File: config.mk
export PLATFORM = sky130hd
export DESIGN_NAME = load_align_unit
export DESIGN_NICKNAME = d
export VERILOG_FILES = /design/src/rtl/load_align_unit.sv
export SDC_FILE = /design/constraint.sdc
export NUM_CORES = 1
export LEC_CHECK = 0
export BUFFER_PORTS_ARGS = -buffer_cell sky130_fd_sc_hd__buf_2
export CORE_UTILIZATION = 60
export CTS_CLUSTER_DIAMETER = 150
export DETAILED_ROUTE_END_ITERATION = 7
export PLACE_DENSITY = 0.86
export SYNTH_ARGS = -nofsm -noshare
export SYNTH_HDL_FRONTEND = slang
export SYNTH_SLANG_ARGS = --single-unit
File: constraint.sdc
create_clock -name clk -period 8.4 [get_ports clk]
set_input_delay 1.26 -clock clk [delete_from_list [all_inputs] [get_ports clk]]
set_output_delay 1.26 -clock clk [all_outputs]
set_load 0.02 [all_outputs]
File: src/rtl/load_align_unit.sv
// Load alignment unit: one or two word reads per load, byte extraction and sign/zero extension.
// Build option LOAD_MISALIGN_TRAP_EN: word-straddling loads return an error instead of a second read.
module load_align_unit #(
  parameter int DATA_W = 32,
  parameter int ADDR_W = 32
) (
  input  logic              clk,
  input  logic              rst,
  input  logic              req_valid,
  output logic              req_ready,
  input  logic [ADDR_W-1:0] req_addr,
  input  logic [1:0]        req_size,
  input  logic              req_signed,
  output logic              mem_req,
  output logic [ADDR_W-1:0] mem_addr,
  input  logic              mem_rvalid,
  input  logic [DATA_W-1:0] mem_rdata,
  output logic              rsp_valid,
  output logic [DATA_W-1:0] rsp_data,
  output logic              rsp_err
);

  localparam int B     = DATA_W / 8;
  localparam int OFF_W = $clog2(B);
  localparam logic [ADDR_W-1:0] WORD_STEP = ADDR_W'(B);

  typedef enum logic [2:0] {
    S_IDLE  = 3'd0,
    S_REQ0  = 3'd1,
    S_WAIT0 = 3'd2,
`ifndef LOAD_MISALIGN_TRAP_EN
    S_REQ1  = 3'd3,
    S_WAIT1 = 3'd4,
`endif
    S_RESP  = 3'd5
  } state_t;

  state_t state_q, state_d;

  logic [OFF_W-1:0]  off_q, off_d;
  logic [1:0]        size_q, size_d;
  logic              signed_q, signed_d;
  logic              misal_q, misal_d;
  logic              err_q, err_d;
  logic [DATA_W-1:0] word0_q, word0_d;
  logic [DATA_W-1:0] word1_q, word1_d;
  logic [ADDR_W-1:0] mem_addr_q, mem_addr_d;
  logic [DATA_W-1:0] rsp_data_q, rsp_data_d;

  logic              accept;
  logic [31:0]       req_bits;
  logic [31:0]       req_off_bits;
  logic              req_size_err;
  logic              req_misal;
  logic              req_trap;
  logic [DATA_W-1:0] result_w;

  // Shift the two-word window down to the addressed byte, then mask/extend to the access width.
  function automatic logic [DATA_W-1:0] extract(
    input logic [2*DATA_W-1:0] pair,
    input logic [OFF_W-1:0]    off,
    input logic [1:0]          size,
    input logic                sgn
  );
    logic [2*DATA_W-1:0] shifted;
    logic [DATA_W-1:0]   low;
    logic [DATA_W-1:0]   keep;
    logic [DATA_W-1:0]   top;
    logic [31:0]         nbits;
    shifted = pair >> {off, 3'b000};
    low     = shifted[DATA_W-1:0];
    nbits   = 32'd8 << size;
    keep    = ~({DATA_W{1'b1}} << nbits);
    top     = keep ^ (keep >> 1);
    if (sgn && ((low & top) != '0)) begin
      return (low & keep) | ~keep;
    end
    return low & keep;
  endfunction

  assign accept       = req_valid && (state_q == S_IDLE);
  assign req_bits     = 32'd8 << req_size;
  assign req_off_bits = 32'(req_addr[OFF_W-1:0]) << 3;
  assign req_size_err = req_bits > 32'(DATA_W);
  assign req_misal    = (req_off_bits + req_bits) > 32'(DATA_W);

`ifdef LOAD_MISALIGN_TRAP_EN
  assign req_trap = req_misal;
`else
  assign req_trap = 1'b0;
`endif

  // State register
  always_ff @(posedge clk or posedge rst) begin
    if (rst) begin
      state_q <= S_IDLE;
    end else begin
      state_q <= state_d;
    end
  end

  // Next-state logic
  always_comb begin
    state_d = state_q;
    case (state_q)
      S_IDLE: begin
        if (accept) begin
          if (req_size_err || req_trap) begin
            state_d = S_RESP;
          end else begin
            state_d = S_REQ0;
          end
        end
      end
      S_REQ0:  state_d = S_WAIT0;
      S_WAIT0: begin
        if (mem_rvalid) begin
`ifndef LOAD_MISALIGN_TRAP_EN
          state_d = misal_q ? S_REQ1 : S_RESP;
`else
          state_d = S_RESP;
`endif
        end
      end
`ifndef LOAD_MISALIGN_TRAP_EN
      S_REQ1:  state_d = S_WAIT1;
      S_WAIT1: begin
        if (mem_rvalid) begin
          state_d = S_RESP;
        end
      end
`endif
      S_RESP:  state_d = S_IDLE;
      default: state_d = S_IDLE;
    endcase
  end

  // Output decode
  always_comb begin
    req_ready = 1'b0;
    mem_req   = 1'b0;
    rsp_valid = 1'b0;
    case (state_q)
      S_IDLE: req_ready = 1'b1;
      S_REQ0: mem_req   = 1'b1;
`ifndef LOAD_MISALIGN_TRAP_EN
      S_REQ1: mem_req   = 1'b1;
`endif
      S_RESP: rsp_valid = 1'b1;
      default: ;
    endcase
  end

  // Error responses never touched memory, so the buffers are irrelevant to them.
  assign result_w = err_q ? '0 : extract({word1_q, word0_q}, off_q, size_q, signed_q);

  always_comb begin
    off_d      = off_q;
    size_d     = size_q;
    signed_d   = signed_q;
    misal_d    = misal_q;
    err_d      = err_q;
    word0_d    = word0_q;
    word1_d    = word1_q;
    mem_addr_d = mem_addr_q;
    rsp_data_d = rsp_data_q;
    case (state_q)
      S_IDLE: begin
        if (accept) begin
          off_d    = req_addr[OFF_W-1:0];
          size_d   = req_size;
          signed_d = req_signed;
          misal_d  = req_misal;
          err_d    = req_size_err || req_trap;
          word0_d  = '0;
          word1_d  = '0;
          if (!(req_size_err || req_trap)) begin
            mem_addr_d = {req_addr[ADDR_W-1:OFF_W], {OFF_W{1'b0}}};
          end
        end
      end
      S_WAIT0: begin
        if (mem_rvalid) begin
          word0_d = mem_rdata;
`ifndef LOAD_MISALIGN_TRAP_EN
          if (misal_q) begin
            mem_addr_d = mem_addr_q + WORD_STEP;
          end
`endif
        end
      end
`ifndef LOAD_MISALIGN_TRAP_EN
      S_WAIT1: begin
        if (mem_rvalid) begin
          word1_d = mem_rdata;
        end
      end
`endif
      S_RESP: rsp_data_d = result_w;
      default: ;
    endcase
  end

  always_ff @(posedge clk or posedge rst) begin
    if (rst) begin
      off_q      <= '0;
      size_q     <= '0;
      signed_q   <= 1'b0;
      misal_q    <= 1'b0;
      err_q      <= 1'b0;
      word0_q    <= '0;
      word1_q    <= '0;
      mem_addr_q <= '0;
      rsp_data_q <= '0;
    end else begin
      off_q      <= off_d;
      size_q     <= size_d;
      signed_q   <= signed_d;
      misal_q    <= misal_d;
      err_q      <= err_d;
      word0_q    <= word0_d;
      word1_q    <= word1_d;
      mem_addr_q <= mem_addr_d;
      rsp_data_q <= rsp_data_d;
    end
  end

  // The fresh result is driven during RESP; afterwards the registered copy holds it.
  assign mem_addr = mem_addr_q;
  assign rsp_data = rsp_valid ? result_w : rsp_data_q;
  assign rsp_err  = rsp_valid & err_q;

  a_no_overlap: assert property (@(posedge clk) disable iff (rst) mem_req |-> !rsp_valid);

endmodule

==> results.txt <==
The flow ran to the end, and the final reports show no timing, DRC or antenna violations. Counting flops with an async set or reset pin after synthesis yields a share of 100%. The tools report the data arrival at the endpoint of the critical path as 4.29 ns.

The routed design uses 1670 microns of met3 wire. Once detail routing completed, the nets flagged for antenna violations numbered 0. After synthesis, the cell types taking the most area are sky130_fd_sc_hd__dfrtp_1 (48%), sky130_fd_sc_hd__nand2_1 (10%), sky130_fd_sc_hd__o21ai_0 (4.5%). Summed over all layers, the routed wires come to 18,400 microns. The tool flagged a number of max-cap violations equal to 0. The number of global-route vias before repair is 5,821. For this run, the total global-route usage over all layers was measured as 33.1%. A synthesized cell averages 8.93 sq um. The startpoint identified for the worst hold timing path is word0_q[5]$_DFFE_PP0P_. 139 I/O pins were placed.

Cell type with the largest total area after synthesis: sky130_fd_sc_hd__dfrtp_1. The portion of synthesized cell area occupied by the leading cell type is 47.9%. The logs give 2.85 ns for the smallest setup slack after layout and 0.00801 sq mm for the post-layout instance area. The maximum net fanout on the critical path works out to 35. The logs give 180 MHz for the maximum clock frequency and 0 for the total of hold buffers inserted after clock tree synthesis.

The worst setup path is captured at an output port. Time the final worst path needs with I/O delays and setup: 5.55 ns. The congestion estimate from routability-driven global placement came to 0.857. In this run the power density over the cells is 414 mW/mm^2.

After detailed routing, the number of remaining DRC violations is 0. The clock net in this run drives a total of 128 sinks. The floorplan has 38 rows. Summed over all failing endpoints, the final setup total negative slack is 0 ns. The run gives 0 as the count of final max-slew check failures.

The number of cells on the worst reg-to-reg path is 5, and the summed instance area of the synthesized netlist is 0.00669 sq mm. Entering global routing, the biggest net connects 96 pins. Kind of start point of the critical path: a register. The number of clock buffers added by TritonCTS is 17. The tools report the launch point of the worst reg-to-reg path as state_q[0]$_DFFE_PP0P_. Setup repair after global routing left no endpoint under its margin.

The die covers 0.0116 sq mm. The fraction of the yosys area taken by sequential cells came out at 47.9%. Among all flip-flop cells after synthesis, the most frequent one is sky130_fd_sc_hd__dfrtp_1.

Across the whole layout, storage elements account for 0.00320 sq mm. The maximum root-to-sink buffer count was 2; the growth of design area from synthesis to finish was 19.7%. The minimum setup slack after placement is 3.62 ns, and the hold violation count in the final report is 0. The final-layout fill cell count came out at 755. For this run the aggregate overflow at the end of global routing stands at 0.

The number of port buffers was 136. The worst pin sits at a relative slew slack of 22.5%. Critical setup path kind: register to output port. For this block, the initial DRC count from the detailed router was 703. The vias per cell is 6.23. CTS placed an instance of sky130_fd_sc_hd__clkbuf_8 at the clock tree root.

The clock latency on the worst-skew pair is 0.54 ns, and the detailed-route via count is 6,289. Gates resized during post-CTS repair numbered 0. The overall die height is 108 microns, and the cell depth of the worst min-delay path is 2. The count of state elements after synthesis came out at 128. After detailed routing, the met2 layer carries 8460 microns of wire. For the clock skew, the log shows 0.0171 ns. The logs give 749 for the synthesized netlist cell count and 0.242 mV for the largest voltage drop on the vdd net. The run gives 61.7% as the initial core utilization. The endpoint identified for the worst register-to-register timing path is rsp_data_q[16]$_DFFE_PP0P_. TritonCTS built the clock tree.

The clock-pin slew reported for the worst setup and hold paths after clock tree synthesis is 0.06 ns, and the global-route wire length before repair is 29,200 microns. For the endpoint required time on the critical path, the log shows 7.14 ns. The number of setup violations in the final report was 0; the average wire per standard cell was 18.2 microns. In this run the post-CTS setup repair buffer count came out at 0. The multi-input combinational cells in the finished layout cover a total of 0.00320 sq mm. The clock tree synthesis step divided the H-tree into 4 levels. The tools report the capture endpoint of the worst hold path as word0_q[5]$_DFFE_PP0P_. In this run the worst hold path is classified as register to register.

In this run, distinct cell masters in the synthesized netlist total 56. The number of nets in the layout was 931; the standard cell area after detailed placement was 0.00739 sq mm. The logs give 0.479 ns for the hold slack and 6 for the detailed-router iteration count before antenna repair. Detailed placement finished with a half-perimeter wire length of 11,900 microns. At the pin with the least slew margin, the transition time is 1.16 ns.

In the final routing, the length of wire on met1 measures 7770 microns. In the final layout, the share of cells above drive strength 1 is 24.1%. The total leakage power is 3.88 nW, and the ratio of final minimum period to clock period is 66.1%.

The uppermost layer routed is met5. The floorplan step defined a core boundary enclosing 0.0108 sq mm. The Yosys step of the flow raised 0 warnings. Across all register-to-register paths, the minimum setup slack is 4.75 ns. The count of flip-flops with a built-in enable after synthesis is 0, and the horizontal extent of the die is 108 microns.

The initial antenna violation count was 3.
==> worst max-delay path by stage <==
stage	from	endpoint	cells past startpoint
finish	state_q[0]$_DFFE_PP0P_	rsp_data[16]	6
global route	state_q[0]$_DFFE_PP0P_	rsp_data[16]	6
floorplan	rst	err_q$_DFFE_PP0P_	1
global placement	state_q[0]$_DFFE_PP0P_	rsp_data[16]	6
detailed placement	state_q[0]$_DFFE_PP0P_	rsp_data[18]	6
CTS	state_q[0]$_DFFE_PP0P_	rsp_data[16]	6
==> kinds of logic (layout without fill, tap and decap cells) <==
logic type / Yosys count / in the layout / synth area share, %
fa+ha+maj: 4 / 4 / 0.861
compound gates: 193 / 193 / 17.8
other cells: 1 / 3 / 0.0561
flops: 128 / 128 / 47.9
simple gates: 306 / 306 / 20.5
mux: 43 / 43 / 8.20
xor+xnor: 1 / 1 / 0.131
buf+inv: 73 / 192 / 4.57
==> metrics by stage <==
step / std cells / total power, W / util (%)
CTS: 1009 / 0.00329 / 73.8
global placement: 977 / 0.00244 / 68.1
global route: 1009 / 0.00350 / 73.8
finish: 1010 / 0.00331 / 73.8
floorplan: 750 / 0.00208 / -
detailed placement: 977 / 0.00251 / 68.1
==> metal layers <==
metal | up-vias | GRT usage, %
met5 | - | 0
met4 | 2 | 13.0
met3 | 50 | 9.87
met2 | 329 | 50.5
met1 | 3045 | 44.3
li1 | 2863 | -
==> area by class of cell <==
class	count	share of cell area [%]
Inverter	16	0.781
Sequential cell	128	40.0
Timing Repair Buffer	144	9.25
Antenna cell	1	0.0313
Clock inverter	9	1.61
Clock buffer	23	6.08
Multi-Input combinational cell	549	40.0
Tap cell	140	2.19
==> power breakdown <==
group / internal [W] / leakage [nW] / switching [W]
clock network: 0.000491 / 0.300 / 0.000266
logic: 0.000502 / 1.92 / 0.000895
registers: 0.000882 / 1.66 / 0.000275
==> sequential cells by signal, indices dropped and copies added, names as in the netlist, 2 cells and up <==
signal,flops
mem_addr,30
off_q,2
rsp_data_q,32
size_q,2
state_q,3
word0_q,32
word1_q,24
==> synthesized netlist by cell type (all sizes together), types with 4 or more instances <==
cell type / number
nand2: 179
dfrtp: 128
o21ai: 60
a21oi: 58
nand3: 41
clkbuf: 34
nor2: 33
buf: 23
mux2i: 21
inv: 16
o211ai: 16
mux2: 14
nor3: 10
nor2b: 9
a211o: 8
a22o: 8
mux4: 8
o22ai: 6
a211oi: 5
a31oi: 5
and4: 5
nand4: 5
o32ai: 5
a311oi: 4
and2: 4
and3: 4
o22a: 4
o31ai: 4
==> layout by cell type, fill, tap and decap left out, drive strengths merged, types with 5 or more instances in the layout <==
| cell | n |
|---|---|
| a31oi | 5 |
| mux2 | 14 |
| o21ai | 60 |
| and4 | 5 |
| buf | 144 |
| mux4 | 8 |
| nand2 | 179 |
| a211oi | 5 |
| dfrtp | 128 |
| a21oi | 58 |
| a22o | 8 |
| inv | 16 |
| nor3 | 10 |
| clkbuf | 23 |
| mux2i | 21 |
| nand4 | 5 |
| o22ai | 6 |
| nand3 | 41 |
| o32ai | 5 |
| a211o | 8 |
| nor2 | 33 |
| o211ai | 16 |
| nor2b | 9 |
==> worst max-delay path: stages (launching register included) <==
cell	delay [ns]
sky130_fd_sc_hd__dfrtp_1	0.57
sky130_fd_sc_hd__nor2b_1	0.28
sky130_fd_sc_hd__nand2_1	0.70
sky130_fd_sc_hd__nor2_1	0.89
sky130_fd_sc_hd__nand4b_1	0.70
sky130_fd_sc_hd__o211ai_1	0.39
sky130_fd_sc_hd__buf_2	0.22
Power figures use the tool's default switching activity.
